--- config.mk ---
export PLATFORM = sky130hd
export DESIGN_NAME = alu_seq
export DESIGN_NICKNAME = d
export VERILOG_FILES = /design/src/rtl/alu_seq.sv
export SDC_FILE = /design/constraint.sdc
export NUM_CORES = 1
export LEC_CHECK = 0
export BUFFER_PORTS_ARGS = -buffer_cell sky130_fd_sc_hd__buf_2
export CAP_MARGIN = 20
export CORE_AREA = 2 2 110 112
export CTS_BUF_LIST = sky130_fd_sc_hd__clkbuf_16
export DETAILED_ROUTE_END_ITERATION = 16
export DIE_AREA = 0 0 112 114
export GPL_TIMING_DRIVEN = 1
export PLACE_DENSITY = 0.7
export SLEW_MARGIN = 20
export SYNTH_ARGS = -nofsm -noshare
export SYNTH_HDL_FRONTEND = slang
export SYNTH_SLANG_ARGS = --single-unit
--- constraint.sdc ---
create_clock -name clk -period 3 [get_ports clk]
set_input_delay 0.3 -clock clk [delete_from_list [all_inputs] [get_ports clk]]
set_output_delay 0.3 -clock clk [all_outputs]
set_load 0.03 [all_outputs]
--- src/rtl/alu_seq.sv ---
// rtl/alu_seq.sv - sequential ALU with single-cycle logic ops and iterative mul/div/mod
//
// Purpose:
//   Accepts an opcode and two unsigned operands on start. Add, sub, bitwise and
//   shift ops complete at the launch edge. Mul (shift-add) and div/mod
//   (restoring division) take one step per cycle for N cycles.
//
// Ports:
//   clk    - system clock, all state on rising edge
//   rst_n  - asynchronous active-low reset
//   start  - launch request, honoured whenever busy is low
//   sel    - opcode (add, sub, mul, div, mod, or, and, xor, shl, shr)
//   aIn    - operand A
//   bIn    - operand B
//   busy   - multi-cycle operation in progress, start ignored
//   done   - one-cycle pulse, cOut/Flags just updated
//   cOut   - registered result
//   Flags  - registered flags {O, C, Z, N}

module alu_seq #(
  parameter int N = 8
) (
  input  logic         clk,
  input  logic         rst_n,
  input  logic         start,
  input  logic [3:0]   sel,
  input  logic [N-1:0] aIn,
  input  logic [N-1:0] bIn,
  output logic         busy,
  output logic         done,
  output logic [N-1:0] cOut,
  output logic [3:0]   Flags
);

  localparam logic [3:0] OP_ADD = 4'd0;
  localparam logic [3:0] OP_SUB = 4'd1;
  localparam logic [3:0] OP_MUL = 4'd2;
  localparam logic [3:0] OP_DIV = 4'd3;
  localparam logic [3:0] OP_MOD = 4'd4;
  localparam logic [3:0] OP_OR  = 4'd5;
  localparam logic [3:0] OP_AND = 4'd6;
  localparam logic [3:0] OP_XOR = 4'd7;
  localparam logic [3:0] OP_SHL = 4'd8;
  localparam logic [3:0] OP_SHR = 4'd9;

  localparam int              CW       = (N > 2) ? $clog2(N) : 1;
  localparam logic [CW-1:0]   CNT_LAST = CW'(N - 1);
  // N always fits in N bits for N >= 2; used as the shift saturation limit.
  localparam logic [N-1:0]    N_LIM    = N'(N);

  typedef enum logic [1:0] {
    IDLE,
    EXEC,
    DONE
  } state_t;

  state_t           state_q, state_d;
  logic [3:0]       op_q, op_d;
  logic [N-1:0]     a_q, a_d;
  logic [N-1:0]     b_q, b_d;
  // Mul: {high partial sum, remaining multiplier bits}.
  // Div/mod: {partial remainder, dividend bits shifting into quotient}.
  logic [2*N-1:0]   acc_q, acc_d;
  logic [CW-1:0]    cnt_q, cnt_d;
  logic [N-1:0]     c_out_q, c_out_d;
  logic [3:0]       flags_q, flags_d;

  // Single-cycle datapath, evaluated straight from the inputs.
  logic [N:0]       sc_sum;
  logic [N-1:0]     sc_dif;
  logic [N-1:0]     sc_res;
  logic             sc_o, sc_c, sc_n;
  logic [3:0]       sc_flags;
  logic             is_multi;

  // One iteration of each multi-cycle algorithm.
  logic [N:0]       mul_sum;
  logic [2*N-1:0]   mul_next;
  logic [N:0]       rem_sh;
  logic [N-1:0]     div_sub;
  logic [2*N-1:0]   div_next;

  logic [N-1:0]     fin_res;
  logic             fin_o, fin_c;

  always_comb begin
    sc_sum = {1'b0, aIn} + {1'b0, bIn};
    sc_dif = aIn - bIn;
    sc_res = '0;
    sc_o   = 1'b0;
    sc_c   = 1'b0;
    sc_n   = 1'b0;
    case (sel)
      OP_ADD: begin
        sc_res = sc_sum[N-1:0];
        sc_c   = sc_sum[N];
        sc_o   = (aIn[N-1] == bIn[N-1]) && (sc_sum[N-1] != aIn[N-1]);
      end
      OP_SUB: begin
        sc_res = sc_dif;
        sc_n   = (aIn < bIn);
        sc_o   = (aIn[N-1] != bIn[N-1]) && (sc_dif[N-1] != aIn[N-1]);
      end
      OP_OR:  sc_res = aIn | bIn;
      OP_AND: sc_res = aIn & bIn;
      OP_XOR: sc_res = aIn ^ bIn;
      OP_SHL: sc_res = (bIn >= N_LIM) ? '0 : (aIn << bIn);
      OP_SHR: sc_res = (bIn >= N_LIM) ? '0 : (aIn >> bIn);
      default: sc_res = '0;
    endcase
    sc_flags = {sc_o, sc_c, (sc_res == '0), sc_n};
    is_multi = (sel == OP_MUL) || (sel == OP_DIV) || (sel == OP_MOD);
  end

  always_comb begin
    // Shift-add: add the multiplicand into the upper half when the current
    // multiplier LSB is set, then shift the whole accumulator right.
    mul_sum  = {1'b0, acc_q[2*N-1:N]} + (acc_q[0] ? {1'b0, a_q} : '0);
    mul_next = {mul_sum, acc_q[N-1:1]};

    // Restoring division: bring down the next dividend bit, subtract the
    // divisor if it fits. A zero divisor always "fits", which naturally
    // yields an all-ones quotient and a remainder equal to A.
    rem_sh  = {acc_q[2*N-1:N], acc_q[N-1]};
    div_sub = rem_sh[N-1:0] - b_q;
    if (rem_sh >= {1'b0, b_q}) begin
      div_next = {div_sub, acc_q[N-2:0], 1'b1};
    end else begin
      div_next = {rem_sh[N-1:0], acc_q[N-2:0], 1'b0};
    end
  end

  always_comb begin
    state_d = state_q;
    op_d    = op_q;
    a_d     = a_q;
    b_d     = b_q;
    acc_d   = acc_q;
    cnt_d   = cnt_q;
    c_out_d = c_out_q;
    flags_d = flags_q;
    fin_res = '0;
    fin_o   = 1'b0;
    fin_c   = 1'b0;

    case (state_q)
      IDLE, DONE: begin
        if (start) begin
          if (is_multi) begin
            state_d = EXEC;
            op_d    = sel;
            a_d     = aIn;
            b_d     = bIn;
            cnt_d   = '0;
            acc_d   = (sel == OP_MUL) ? {{N{1'b0}}, bIn} : {{N{1'b0}}, aIn};
          end else begin
            state_d = DONE;
            c_out_d = sc_res;
            flags_d = sc_flags;
          end
        end else begin
          state_d = IDLE;
        end
      end
      EXEC: begin
        acc_d = (op_q == OP_MUL) ? mul_next : div_next;
        cnt_d = cnt_q + CW'(1);
        if (cnt_q == CNT_LAST) begin
          state_d = DONE;
          case (op_q)
            OP_MUL: begin
              fin_res = mul_next[N-1:0];
              fin_c   = |mul_next[2*N-1:N];
            end
            OP_DIV: begin
              fin_res = div_next[N-1:0];
              fin_o   = (b_q == '0);
            end
            default: begin
              fin_res = div_next[2*N-1:N];
              fin_o   = (b_q == '0);
            end
          endcase
          c_out_d = fin_res;
          flags_d = {fin_o, fin_c, (fin_res == '0), 1'b0};
        end
      end
      default: state_d = IDLE;
    endcase
  end

  always_ff @(posedge clk or negedge rst_n) begin
    if (!rst_n) begin
      state_q <= IDLE;
      op_q    <= '0;
      a_q     <= '0;
      b_q     <= '0;
      acc_q   <= '0;
      cnt_q   <= '0;
      c_out_q <= '0;
      flags_q <= '0;
    end else begin
      state_q <= state_d;
      op_q    <= op_d;
      a_q     <= a_d;
      b_q     <= b_d;
      acc_q   <= acc_d;
      cnt_q   <= cnt_d;
      c_out_q <= c_out_d;
      flags_q <= flags_d;
    end
  end

  assign busy  = (state_q == EXEC);
  assign done  = (state_q == DONE);
  assign cOut  = c_out_q;
  assign Flags = flags_q;

endmodule

Word level (Yosys, flattened, before mapping)
Index checks and enable logic that the tools add are counted.
- shift-type cells: 2
- mux-type cells: 33
- reductions and logical operators: 15
- equal/unequal tests: 22
- bitwise logic cells: 3
- $lt $le $gt $ge: 3
- add/subtract/negate cells: 5
- operators with widths (cell ; count):
    $mux 8 ; 9
    $mux 16 ; 4
    $pmux 8 s7 ; 1
    $pmux 16 s2 ; 1
    $pmux 8 s2 ; 2
    $logic_not 8->1 ; 3
    $add 8x8->9 ; 2
    $eq 4x2->1 const B ; 4
    $eq 4x3->1 const B ; 4
    $sub 8x8->8 ; 2
    $mux 4 ; 3
    $ge 9x8->1 ; 1
    $and 8x8->8 ; 1
    $eq 4x4->1 const B ; 2
    $ge 8x4->1 const B ; 1
    $lt 8x8->1 ; 1
    $or 8x8->8 ; 1
    $pmux 4 s2 ; 1
    $reduce_or 8->1 ; 1
    $shl 8x8->8 ; 1
    $shr 8x8->8 ; 1
    $xor 8x8->8 ; 1
    $mux 2 ; 3
    $mux 3 ; 2
    other kinds (21) ; 31
- output and inout bits: 14
- input port bits: 23
- flip-flop bits (word level): 53
- word-level logic and storage cells: 91

Depth between registers and ports, before layout
Gate-level depths: netlist of run 1.
- word-level depth: 8
- gate-level depth with buffers: 13
- depth with buffers taken out: 12

Least setup slack after synthesis of run 1
Ideal clock, no wire load.
- path type: in2reg
- start: input port bIn[1]
- end: register c_out_q[7], in the netlist cOut[7]
- buffers on the path: 2
- cell stages on the path: 11
- data arrival time: 2.640 ns
- setup slack: 0.242 ns
- data required time: 2.882 ns
- library setup time: 0.118 ns
- cell sequence: buf_2 -> buf_2 -> inv_1 -> ha_1 -> o21ba_1 -> or4_1 -> nand3_1 -> o311ai_0 -> a2111oi_2 -> a211oi_1 -> a21o_1
- word-level cells in the longest chain between the ends: 6
- elaborated cells on any way between the ends: 11
- those cells by class: add/sub (2); order compare (1); shift (2); mux (6)
- RTL lines (what ; RTL line ; text):
    start: declaration ; 28 ; input logic [N-1:0] bIn,
    $ge 8x4->1 (tied with other cells) ; 107, 108 ;
    $mux 8, on equally long branches ; 108, 107 ;
    $pmux 8 s7 * ; 93 ; case (sel)
    $mux 8 * ; 149 ; if (is_multi) begin
    $mux 8 * ; 148 ; if (start) begin
    $pmux 8 s2 * ; 146 ; case (state_q)
    end signal: assignment ; 209 ; c_out_q <= c_out_d;
    end: declaration ; 65 ; logic [N-1:0] c_out_q, c_out_d;
Mark *: on every way between the ends. The rest lies on a longest branch, timed or not. The select of a mux whose other input is x is not followed.
A chain may end at the register's enable or synchronous reset.

Worst setup path in the final report of run 1
- start: register acc_q[7]
- end: register flags_q[1], in the netlist Flags[1]
- word-level cells in the longest chain between the ends: 8
- elaborated cells on any way between the ends: 9
- those cells by class: add/sub (1); order compare (1); mux (6); reduce/logical (1)
- RTL lines (what ; RTL line ; text):
    start: declaration ; 63 ; logic [2*N-1:0] acc_q, acc_d;
    start signal: assignment ; 198 ; acc_q <= '0;
    start signal: assignment ; 207 ; acc_q <= acc_d;
    $sub 8x8->8 or $ge 9x8->1 (tied branches) ; 125, 126 ;
    $mux 16 ; 126 ; if (rem_sh >= {1'b0, b_q}) begin
    $pmux 8 s2 * ; 170 ; case (op_q)
    $mux 8 * ; 168 ; if (cnt_q == CNT_LAST) begin
    $mux 8 * ; 146 ;
    $logic_not 8->1 * ; 185 ; flags_d = {fin_o, fin_c, (fin_res == '0), 1'b0};
    $mux 4 * ; 168 ;
    $pmux 4 s2 * ; 146 ;
    end signal: assignment ; 210 ; flags_q <= flags_d;
    end: declaration ; 66 ; logic [3:0] flags_q, flags_d;
Marks and branches as above.

==> results of run 1 <==
registers in the layout, indices dropped and copies added (netlist names):
name / count
state_q: 2
cOut: 8
acc_q: 16
a_q: 8
cnt_q: 3
Flags: 4
b_q: 8
op_q: 4
cells in the final DEF (no fill, tap or decap), types with 7 or more instances in the layout:
cell type	count
sky130_fd_sc_hd__nor4_1	7
sky130_fd_sc_hd__nand3_1	11
sky130_fd_sc_hd__o211ai_1	21
sky130_fd_sc_hd__inv_1	35
sky130_fd_sc_hd__xnor2_1	8
sky130_fd_sc_hd__nor2b_1	9
sky130_fd_sc_hd__mux2_2	23
sky130_fd_sc_hd__a211oi_1	8
sky130_fd_sc_hd__a31oi_1	7
sky130_fd_sc_hd__and2_1	9
sky130_fd_sc_hd__nand2b_1	9
sky130_fd_sc_hd__o22ai_1	13
sky130_fd_sc_hd__buf_2	36
sky130_fd_sc_hd__ha_1	43
sky130_fd_sc_hd__o21ai_0	43
sky130_fd_sc_hd__nor2_1	46
sky130_fd_sc_hd__nand2_1	59
sky130_fd_sc_hd__mux2i_1	22
sky130_fd_sc_hd__a21oi_1	35
sky130_fd_sc_hd__dfrtp_1	52
sky130_fd_sc_hd__a21o_1	10
sky130_fd_sc_hd__buf_4	34
sky130_fd_sc_hd__nor3_1	10
area by class of cell:
class / instances / share of cell area, %
Clock buffer: 5 / 2.14
Tap cell: 147 / 3.15
Multi-Input combinational cell: 486 / 61.6
Sequential cell: 53 / 22.7
Timing Repair Buffer: 71 / 7.79
Clock inverter: 3 / 0.300
Inverter: 36 / 2.31
final timing paths:
check                                            end  slack (ps)  cells after the start
worst max-delay path            Flags[1]$_DFFE_PN0P_         100                     12
max in group asynchronous       acc_q[0]$_DFFE_PN0P_        2160                      2
worst min-delay path            cnt_q[2]$_DFFE_PN0P_           6                      1
worst max register to register  Flags[1]$_DFFE_PN0P_         100                     12
worst min register to register  Flags[0]$_DFFE_PN0P_         460                      2
min in group clk                  b_q[6]$_DFFE_PN0P_         320                      3
logic make-up after synthesis:
family | synth area share [%]
AO/OA/AOI/OAI | 23.2
XOR/XNOR | 2.17
adder cells (fa/ha/maj) | 11.8
buffers and inverters | 6.25
flip-flops | 25.3
multiplexers | 13.6
AND/OR/NAND/NOR | 17.8
layer usage:
| metal | up-vias | track usage (%) | share of wire (%) |
|---|---|---|---|
| li1 | 2332 | - | - |
| met1 | 2430 | 34.5 | 45 |
| met2 | 196 | 41.2 | 46 |
| met3 | 38 | 3.40 | 6.3 |
| met4 | 0 | 8.13 | 3.2 |
| met5 | - | 0 | 0 |
cells in the mapped netlist (5+ instances only):
library cell	n	area, um2
sky130_fd_sc_hd__dfrtp_1	53	1330
sky130_fd_sc_hd__nor3_1	10	50.1
sky130_fd_sc_hd__mux2_2	23	259
sky130_fd_sc_hd__o211ai_1	21	158
sky130_fd_sc_hd__nand2_1	59	221
sky130_fd_sc_hd__and2_1	9	56.3
sky130_fd_sc_hd__a31oi_1	7	43.8
sky130_fd_sc_hd__nor2_1	46	173
sky130_fd_sc_hd__a21o_1	10	75.1
sky130_fd_sc_hd__a211oi_1	8	60.1
sky130_fd_sc_hd__ha_1	43	538
sky130_fd_sc_hd__nand3_1	11	55.1
sky130_fd_sc_hd__nand2b_1	9	56.3
sky130_fd_sc_hd__mux4_2	5	113
sky130_fd_sc_hd__mux2i_1	22	220
sky130_fd_sc_hd__o22ai_1	13	81.3
sky130_fd_sc_hd__a21oi_1	35	175
sky130_fd_sc_hd__buf_2	13	65.1
sky130_fd_sc_hd__xor2_1	5	43.8
sky130_fd_sc_hd__inv_1	35	131
sky130_fd_sc_hd__o21a_1	5	37.5
sky130_fd_sc_hd__xnor2_1	8	70.1
sky130_fd_sc_hd__clkbuf_1	24	90.1
sky130_fd_sc_hd__o21ai_0	43	215
sky130_fd_sc_hd__nand4_1	5	31.3
sky130_fd_sc_hd__nor2b_1	9	56.3
sky130_fd_sc_hd__nor4_1	7	43.8
power by group:
group | switching, mW | internal (mW) | total [mW]
Sequential | 0.245 | 0.960 | 1.21
Combinational | 1.46 | 1.10 | 2.55
Clock | 0.265 | 0.307 | 0.572
critical path, stage by stage (launching register included):
cell	delay, ps
sky130_fd_sc_hd__dfrtp_1	410
sky130_fd_sc_hd__inv_1	100
sky130_fd_sc_hd__ha_1	180
sky130_fd_sc_hd__inv_1	60
sky130_fd_sc_hd__fa_1	400
sky130_fd_sc_hd__a211oi_1	300
sky130_fd_sc_hd__o21bai_1	120
sky130_fd_sc_hd__a21oi_1	180
sky130_fd_sc_hd__xnor2_1	80
sky130_fd_sc_hd__mux2_4	270
sky130_fd_sc_hd__o21ai_0	280
sky130_fd_sc_hd__nand3_1	130
sky130_fd_sc_hd__o31ai_1	290
==> impl_results.md, run 1 <==
* Max clock buf depth at 2
* Highest clock rate at 344 MHz
* Via count of the first global-routing pass at between 4,000 and 5,000
* Number of nets in the final layout at 723
* Drt wl/cell at 20.0 um
* Total Routing Usage GR at between 20 and 30%
* Start-to-end type of the worst setup path: reg -> reg
* Area used by multi-input combinational logic at 0.00360 mm2
* Type of destination of the critical path: flop
* Yosys warnings at 0
* Final standard cell area without fillers at 0.00584 mm2
* Final hold slack at 5.61 ps
* Hold Fails Final Rpt at 0
* Site row count at 40
* Detailed placer's ending HPWL at 12,100 um
* Register area share after synthesis at 25.3%
* Die Y at approximately 110 um
* Maximum number of pins on one net before global-route repair at between 50 and 60
* TNS Setup at 0 ps
* Worst slew pin tran at roughly 830 ps
* I/O pin count at 37
* Data required time at the worst endpoint at 3190 ps
* Clock tree skew after final layout at 8.24 ps
* Effective utilization at floorplan at 44.8%
* Global-route wire length before repair at 25,700 um
* Pwr Density at approximately 740 mW/mm2
* Final worst setup slack at slightly below 100 ps
* Slew headroom at between 40 and 50%
* Share of final-layout standard cells stronger than drive strength 1 at 18.3%
* Number of antenna violations at the first check in global routing at 0
* Die X-Extent at between 100 and 150 um
* Max-slew violations at 0
* IO Port Bufs at 36
* Post-detailed-placement cell area at 0.00570 mm2
* Final setup violation count at 0
* Overflow left after global routing at 0
* Antenna diode instance count at 0
* Tightest Hold Check Type: in -> async
* Post-route antenna net violation count at 0
* Async set-reset flop share out of synthesis at 100%
* Number of clock sinks at 53
* Commonest register cell after synthesis: sky130_fd_sc_hd__dfrtp_1
* Routed via count at between 4,000 and 5,000
* Final worst path period share at 96.8%
* Total Power at 4.33 mW
* Syn_nets at 686
* Count of flip-flops with a built-in enable after synthesis at 0
* Total Die Area at 0.0128 mm2
* Summed instance area of the synthesized netlist at around 0.0052 mm2
* Avg Vias per Cell at between 6 and 7
* Leakage power figure at around 2.7 nW
* Data arrival at the endpoint of the critical path at 3090 ps
* Total DRC errors in the routed layout at 0
* H-tree lvl count at 2
* First element of the critical path: acc_q[7]$_DFFE_PN0P_
* Synthesis-stage register bit count at 53
* Worst voltage drop across the vdd grid at 0.473 mV
* Startpoint class of the critical path: flop
* Largest driver fanout on the critical path at 5
* Clk Latency, worst-skew pair at 290 ps
* Post-CTS Repair Setup Buffers at 0
* Hold buffer count at CTS at 0
* Number of optimization iterations in the first detailed-route pass at 7
* Share of the core filled with cells at 49.9%
* Synthesis-to-finish area growth at 11.3%
* CTS Root Buffer Type: sky130_fd_sc_hd__clkbuf_16
* CTS buffer count at 5
* Setup repair after global routing missed its margin: false
* Total detailed-routing wirelength at 16,000 um
* Number of instances in the placed design at 793
* Cells resized by post-CTS repair at 0
* Yosys cell types at 72
* Core region area at 0.0117 mm2
* Clock-pin slew reported for the worst setup and hold paths after clock tree synthesis at 70 ps
* Layout fillers at 1,098
* Max cap viols at 0
* Register area at 0.00133 mm2
* Avg Cell Area, Syn at 8.52 um2
* TritonCTS clock tree: built
* Iteration-0 DRC count of the detailed router at 520
* Shortest clock period the worst path allows after layout at 2900 ps
* Finished Layout Cells at ~800
* Synth Instances at slightly above 600
* Post-Place Worst Slack at 103 ps
* Run status: finished, final reports clean
* Worst R2R Start: acc_q[7]$_DFFE_PN0P_
* Final weighted congestion in routability-driven placement at 0.922
No activity file was read; power rests on OpenSTA's default activity.
==> inputs of run 2 (changes only) <==
- ABC_AREA: unset -> 1
- CORE_AREA: 2 2 110 112 -> 2 2 112 114
- DIE_AREA: 0 0 112 114 -> 0 0 114 116
- PLACE_DENSITY: 0.7 -> 0.69
==> run 2 against run 1 <==
Compared with the run above:
- global-route usage decreased by 0.082 points
- via count increased by 9.7%
- register-to-register slack improved by 330 ps
- synthesized cell count increased by 34%
- sequential share of layout area about the same
- die area increased by 3.6%
- clock skew decreased by 1.9 ps
- wire length about the same
- combinational power increased by 7%
- first-iteration DRC count increased by 3.1%
- area after synthesis increased by 2.6%
- critical path type unchanged
- critical endpoint is now Flags[2]$_DFFE_PN0P_
- largest cell class unchanged
- highest routed layer unchanged
==> impl_results.md, run 2 <==
* Run status: finished, final reports clean
* Top cells by area, synth: sky130_fd_sc_hd__dfrtp_1 (25%), sky130_fd_sc_hd__nand2_1 (16%), sky130_fd_sc_hd__ha_1 (10%)
* H-tree lvl count at 2 (unchanged)
* I/O pin count at 37 (unchanged)
* TNS Setup at 0 ps (unchanged)
* Clock tree skew after final layout at 6.35 ps (-1.88 ps)
* Post-route antenna net violation count at 0 (unchanged)
* Number of instances in the placed design at 997 (+26%)
* Core region area at 0.0119 mm2 (+1.7%)
* Pwr Density at 775 mW/mm2 (+4.5%)
* Total detailed-routing wirelength at 16,000 um (about the same)
* Number of flip-flops under the largest register name at 16 (unchanged)
* Summed instance area of the synthesized netlist at 0.00539 mm2 (+2.6%)
* Max-slew violations at 0 (unchanged)
* Clk Latency, worst-skew pair at 290 ps (about the same)
* Highest clock rate at 389 MHz (+13%)
* Shortest clock period the worst path allows after layout at 2570 ps (-331 ps)
* Total Routing Usage GR at 25.0% (-0.082 points)
* Synthesis-stage register bit count at 53 (unchanged)
* Clock-pin slew reported for the worst setup and hold paths after clock tree synthesis at 70 ps (about the same)
* TritonCTS clock tree: built
* Setup repair after global routing missed its margin: false
* Proportion of power drawn by flip-flops and latches at 27.2% (-0.6 points)
* Data required time at the worst endpoint at 3190 ps (about the same)
* Share of the core filled with cells at 48.9% (-0.96 points)
* Hold Fails Final Rpt at 0 (unchanged)
* Register area share after synthesis at 24.6% (-0.65 points)
* Syn_nets at 898 (+31%)
* CTS Root Buffer Type: sky130_fd_sc_hd__clkbuf_16
* Type of destination of the critical path: flop
* Most frequent cell after synthesis: sky130_fd_sc_hd__nand2_1
* Max clock buf depth at 2 (unchanged)
* Final setup violation count at 0 (unchanged)
* CTS buffer count at 5 (unchanged)
* Yosys cell types at 50 (-31%)
* Max cap viols at 0 (unchanged)
* Effective utilization at floorplan at 45.2% (+0.41 points)
* Total Die Area at 0.0132 mm2 (+3.6%)
* Finished Layout Cells at 1,005 (+25%)
* Final weighted congestion in routability-driven placement at 1.03 (+12%)
* Synthesis-to-finish area growth at 8.20%
* Number of antenna violations at the first check in global routing at 0 (unchanged)
* Internal cell power at 2.21 mW (-6.4%)
* Drt wl/cell at 15.9 um (-20%)
* Global-route wire length before repair at 26,000 um (+0.99%)
* Final worst path period share at 85.7% (-11 points)
* Number of optimization iterations in the first detailed-route pass at 5 (-2)
* Commonest register cell after synthesis: sky130_fd_sc_hd__dfrtp_1
* Post-CTS Repair Setup Buffers at 0 (unchanged)
* Worst R2R Start: acc_q[0]$_DFFE_PN0P_
* Worst slew pin tran at 784 ps (-47.1 ps)
* Cells resized by post-CTS repair at 0 (unchanged)
* Library cell occupying the most area in the post-synthesis netlist: sky130_fd_sc_hd__dfrtp_1
* Detailed placer's ending HPWL at 13,300 um (+9.3%)
* Avg Vias per Cell at 5.45 (-13%)
* Start-to-end type of the worst setup path: reg -> reg
* Maximum number of pins on one net before global-route repair at 36 (-36%)
* Overflow left after global routing at 0 (unchanged)
* Data arrival at the endpoint of the critical path at 2760 ps (-330 ps)
* Post-Place Worst Slack at 452 ps (+349 ps)
* Comb pwr share at 60.6% (+1.6 points)
* Most used cells in the layout excluding fill and tap cells: sky130_fd_sc_hd__nand2_1 (226), sky130_fd_sc_hd__inv_1 (108), sky130_fd_sc_hd__nand3_1 (87)
* Total DRC errors in the routed layout at 0 (unchanged)
* Avg Cell Area, Syn at 6.51 um2 (-24%)
* Largest driver fanout on the critical path at 11 (+6)
* Number of clock sinks at 53 (unchanged)
* Leading cell type in the layout, fill and taps excluded: sky130_fd_sc_hd__nand2_1
* Count of flip-flops with a built-in enable after synthesis at 0 (unchanged)
* Antenna diode instance count at 0 (unchanged)
* Number of nets in the final layout at 927 (+28%)
* Top cell type's share of synthesized area at 24.6% (-0.65 points)
* First element of the critical path: acc_q[0]$_DFFE_PN0P_
* Async set-reset flop share out of synthesis at 100% (unchanged)
* IO Port Bufs at 36 (unchanged)
* Fraction of power consumed by the clock network at 12.2% (-1.0 points)
* Die Y at 116 um (+1.8%)
* Share of final-layout standard cells stronger than drive strength 1 at 11.2% (-7.2 points)
* Startpoint class of the critical path: flop
* Synth Instances at 828 (+34%)
* Worst voltage drop across the vdd grid at 0.295 mV (-38%)
* Leakage power figure at 3.15 nW (+18%)
* Iteration-0 DRC count of the detailed router at 536 (+3.1%)
* Hold buffer count at CTS at 0 (unchanged)
* Tightest Hold Check Type: in -> async
* Die X-Extent at 114 um (+1.8%)
* Net Sw Power at 2.30 mW (+17%)
* Yosys warnings at 0 (unchanged)
* Routed via count at 5,481 (+9.7%)
* Switching Share at 51.0% (+5.6 points)
* Most common library cells after synthesis: sky130_fd_sc_hd__nand2_1 (226), sky130_fd_sc_hd__inv_1 (108), sky130_fd_sc_hd__nand3_1 (87)
* Slew headroom at 47.6% (+3.2 points)
* Site row count at 40 (unchanged)
* Via count of the first global-routing pass at 5,111 (+6.4%)
* Final worst setup slack at 428 ps (+331 ps)
* Largest register by flop count: acc_q
## run 2: cell count changes after synthesis, moves of 10 or more
cell,previous run,this run
sky130_fd_sc_hd__a21o_1,10,0
sky130_fd_sc_hd__clkbuf_1,24,7
sky130_fd_sc_hd__inv_1,35,108
sky130_fd_sc_hd__inv_2,0,11
sky130_fd_sc_hd__mux2_2,23,0
sky130_fd_sc_hd__mux2i_1,22,0
sky130_fd_sc_hd__nand2_1,59,226
sky130_fd_sc_hd__nand3_1,11,87
sky130_fd_sc_hd__nor2_1,46,64
sky130_fd_sc_hd__o211ai_1,21,11
## run 2: final cells by class
class	instances	area, um2
clock buffers	5	125
clock inverters	3	12.5
fillers	1273	6080
inverters	122	458
multi-input cells	631	3480
flip-flops and latches	53	1330
well taps	147	184
repair buffers	44	240
## run 2: through the flow
| step | hold slack (ps) | cell area [um2] | power, mW |
|---|---|---|---|
| global placement | 336 | 5690 | 3.95 |
| finish | 3.55 | 5830 | 4.52 |
| global route | 59.2 | 5830 | 4.94 |
| detailed placement | 342 | 5690 | 3.96 |
| CTS | 31.6 | 5830 | 4.51 |
| floorplan | 4.41 | 5390 | 3.25 |
## run 2: power by group through the flow
stage	Combinational, mW	Clock (mW)	Sequential [mW]
after floorplan	1.97	0	1.27
after global placement	2.71	0	1.23
after detailed placement	2.72	0	1.24
after CTS	2.73	0.549	1.23
after global routing	3.10	0.577	1.26
final	2.74	0.550	1.23
## run 2: logic make-up (layout without fill, tap and decap cells)
logic type	Yosys count	count (layout)	synth area share (%)
AND/OR/NAND/NOR	433	433	36.2
adder cells (fa/ha/maj)	47	47	11.5
AO/OA/AOI/OAI	140	140	15.2
buffers and inverters	144	174	10.7
flip-flops	53	53	24.6
XOR/XNOR	11	11	1.79
## run 2: worst max-delay path: stages, from the launching register on
cell and delay [ps]:
sky130_fd_sc_hd__dfrtp_1 540, sky130_fd_sc_hd__nand2_1 90, sky130_fd_sc_hd__inv_1 70, sky130_fd_sc_hd__ha_1 160, sky130_fd_sc_hd__inv_1 60, sky130_fd_sc_hd__fa_1 390
sky130_fd_sc_hd__o21ai_0 300, sky130_fd_sc_hd__a21oi_1 110, sky130_fd_sc_hd__o21bai_1 220, sky130_fd_sc_hd__xor2_1 110, sky130_fd_sc_hd__nor2_1 110, sky130_fd_sc_hd__nand3_1 80
sky130_fd_sc_hd__nand2_1 70, sky130_fd_sc_hd__nand3_1 70, sky130_fd_sc_hd__nand2_1 70, sky130_fd_sc_hd__inv_1 30
## run 2: path summary, 6_finish.rpt
check,endpoint,slack [ps],cells past startpoint
max,Flags[2]$_DFFE_PN0P_,430,15
min,a_q[1]$_DFFE_PN0P_,4,1
min in group clk,b_q[4]$_DFFE_PN0P_,370,3
max in group asynchronous,b_q[0]$_DFFE_PN0P_,2350,2
min reg2reg,cOut[3]$_DFFE_PN0P_,480,2
max reg2reg,Flags[2]$_DFFE_PN0P_,430,15
## run 2: layer usage
metal / wire (um) / track usage (%) / vias up
met5: 0 / 0 / -
met4: 412 / 8.21 / 0
met3: 1020 / 2.14 / 29
met2: 7550 / 42.3 / 214
met1: 7030 / 34.0 / 2481
li1: - / - / 2757
==> inputs of run 3 (changes only) <==
- CORE_AREA: 2 2 112 114 -> 2 2 98 100
- DIE_AREA: 0 0 114 116 -> 0 0 100 102
- PLACE_DENSITY: 0.69 -> 0.85
==> run 3 against run 2 <==
Compared with the run above:
- clock power grew 8.0%
- combinational power rose by 2%
- critical path depth decreased by 1
- sequential share of layout area increased by 0.22 points
- flip-flop and latch count unchanged
- design area fell by 0.94%
- hold slack improved by 36 ps
- first-iteration DRC count is 20% lower
- maximum frequency is 2.2% lower
- global-route usage up 6.5 points
- final cell count is 3.9% lower
- critical path type unchanged
- highest routed layer unchanged
==> impl_results.md, run 3 (synthesis gave the netlist of run 2 again) <==
* Run status: finished, final reports clean
* Max cap viols at 0 (unchanged)
* Crit path max-delay cell type: sky130_fd_sc_hd__dfrtp_1
* Number of clock sinks at 53 (unchanged)
* Number of optimization iterations in the first detailed-route pass at 8 (+3)
* Clock-pin slew reported for the worst setup and hold paths after clock tree synthesis at 70 ps (about the same)
* Fraction of power consumed by the clock network at 12.9% (+0.7 points)
* Die X-Extent at 100 um (-12%)
* Number of nets in the final layout at 924 (-0.32%)
* Post-CTS Repair Setup Buffers at 0 (unchanged)
* Worst voltage drop across the vdd grid at 0.385 mV (+31%)
* Iteration-0 DRC count of the detailed router at 430 (-20%)
* Drt wl/cell at 16.0 um (+0.53%)
* Data arrival at the endpoint of the critical path at 2830 ps (+70 ps)
* Hold buffer count at CTS at 0 (unchanged)
* Setup repair after global routing missed its margin: false
* Post-route antenna net violation count at 0 (unchanged)
* Clk Latency, worst-skew pair at 300 ps (about the same)
* Global-route wire length before repair at 25,400 um (-2.1%)
* Maximum number of pins on one net before global-route repair at 36 (unchanged)
* CTS buffer count at 5 (unchanged)
* Layout fillers at 877 (-31%)
* TNS Setup at 0 ps (unchanged)
* Share of the core filled with cells at 63.4% (+14 points)
* Slew headroom at 42.0% (-5.5 points)
* Cell Chain, Critical Path: nand2_1 > inv_1 > ha_1 > inv_1 > fa_1 > o21ai_0 > xor2_1 > nand2_1 > nor3b_1 > nand3_1 > nand2_1 > nand3_1 > nand2_1 > inv_1
* FF-to-FF path depth at 14 (-1)
* Total DRC errors in the routed layout at 0 (unchanged)
* Routed via count at 5,624 (+2.6%)
* Max-slew violations at 0 (unchanged)
* Clock tree skew after final layout at 8.08 ps (+1.72 ps)
* Leading cell type in the layout, fill and taps excluded: sky130_fd_sc_hd__nand2_1
* Effective utilization at floorplan at 59.1% (+14 points)
* Antenna diode instance count at 0 (unchanged)
* Largest driver fanout on the critical path at 11 (unchanged)
* Net Sw Power at 2.38 mW (+3.3%)
* Final weighted congestion in routability-driven placement at 1.03 (about the same)
* I/O pin count at 37 (unchanged)
* Total detailed-routing wirelength at 15,500 um (-3.4%)
* Avg Vias per Cell at 5.82 (+6.8%)
* IO Port Bufs at 36 (unchanged)
* Synthesis-to-finish area growth at 7.18%
* Final setup violation count at 0 (unchanged)
* Critical path's most frequent cell: sky130_fd_sc_hd__nand2_1
* Number of antenna violations at the first check in global routing at 0 (unchanged)
* Total Routing Usage GR at 31.5% (+6.5 points)
* Startpoint class of the critical path: flop
* Detailed placer's ending HPWL at 12,300 um (-7.1%)
* Via count of the first global-routing pass at 5,190 (+1.5%)
* Tightest Hold Check Type: in -> async
* Final worst path period share at 87.7% (+1.9 points)
* Area used by multi-input combinational logic at 0.00348 mm2 (unchanged)
* Overflow left after global routing at 0 (unchanged)
* Cells resized by post-CTS repair at 0 (unchanged)
* Highest clock rate at 380 MHz (-2.2%)
* Hold Fails Final Rpt at 0 (unchanged)
* CTS Root Buffer Type: sky130_fd_sc_hd__clkbuf_16
* Leakage power figure at 3.14 nW (-0.39%)
* Die Y at 102 um (-12%)
* TritonCTS clock tree: built
* Switching Share at 51.7% (+0.70 points)
* Start-to-end type of the worst setup path: reg -> reg
* Core region area at 0.00911 mm2 (-24%)
* Largest register by flop count: acc_q
* Internal cell power at 2.22 mW (+0.42%)
* H-tree lvl count at 2 (unchanged)
* Proportion of power drawn by flip-flops and latches at 26.4% (-0.8 points)
* Max clock buf depth at 2 (unchanged)
* Shortest clock period the worst path allows after layout at 2630 ps (+57.4 ps)
* Final hold slack at 39.9 ps (+36.3 ps)
* Pwr Density at 797 mW/mm2 (+2.9%)
* Site row count at 35 (-13%)
* Most used cells in the layout excluding fill and tap cells: sky130_fd_sc_hd__nand2_1 (226), sky130_fd_sc_hd__inv_1 (108), sky130_fd_sc_hd__nand3_1 (87)
* Data required time at the worst endpoint at 3200 ps (about the same)
* Type of destination of the critical path: flop
* Number of flip-flops under the largest register name at 16 (unchanged)
* Worst slew pin tran at 867 ps (+82.9 ps)
* Register area at 0.00133 mm2 (unchanged)
* Comb pwr share at 60.7% (about the same)
* Total Die Area at 0.0102 mm2 (-23%)
* Share of final-layout standard cells stronger than drive strength 1 at 11.1% (-0.078 points)
* Stage delay of the slowest cell on the critical path at 540 ps (about the same)
* Total Power at 4.60 mW (+1.9%)
[run 3: worst max-delay path: cells and delay by family, from the launching register on]
kind | cells | cell delay [ps]
AOI/OAI and AO/OA | 1 | 310
xor gates and xnor gates | 1 | 230
adders and majority gates | 2 | 550
buffers and inverters | 3 | 150
DFF | 1 | 540
and+or+nand+nor | 7 | 750
[run 3: worst paths after layout]
check                                     startpoint                   end  slack, ps
worst max-delay path            acc_q[0]$_DFFE_PN0P_  Flags[2]$_DFFE_PN0P_        370
worst min-delay path                           rst_n    a_q[4]$_DFFE_PN0P_         40
worst max register to register  acc_q[0]$_DFFE_PN0P_  Flags[2]$_DFFE_PN0P_        370
worst min register to register   cOut[3]$_DFFE_PN0P_   cOut[3]$_DFFE_PN0P_        480
max in group asynchronous                      rst_n  acc_q[4]$_DFFE_PN0P_       2200
min in group clk                               start   op_q[3]$_DFFE_PN0P_        370
[run 3: power by group through the flow]
stage          Sequential, mW  Combinational [mW]  Clock (mW)
2_1_floorplan            1.27                1.97           0
3_3_place_gp             1.21                2.67           0
3_5_place_dp             1.22                2.72           0
4_1_cts                  1.21                2.74       0.585
5_1_grt                  1.24                3.12       0.625
6_report                 1.21                2.79       0.594
[run 3: final cells by class]
cell class / instances / share of cell area [%]
clock buffers: 5 / 2.17
clock inverters: 3 / 0.433
inverters: 122 / 7.93
multi-input cells: 631 / 60.3
flip-flops and latches: 53 / 23.0
well taps: 111 / 2.41
repair buffers: 41 / 3.77
[run 3: per-stage QoR]
step / worst slack [ps] / std cells / instance area (um2)
6_report: 370 / 966 / 5770
4_1_cts: 411 / 966 / 5770
3_5_place_dp: 424 / 958 / 5620
2_1_floorplan: 632 / 828 / 5390
3_3_place_gp: 493 / 958 / 5620
5_1_grt: 175 / 966 / 5770
[run 3: per-layer routing]
metal	track usage, %	up-vias	share of wire, %
li1	-	2747	-
met5	0	-	0
met1	41.4	2509	41
met3	5.20	54	9.1
met4	13.0	0	3.5
met2	52.0	314	46
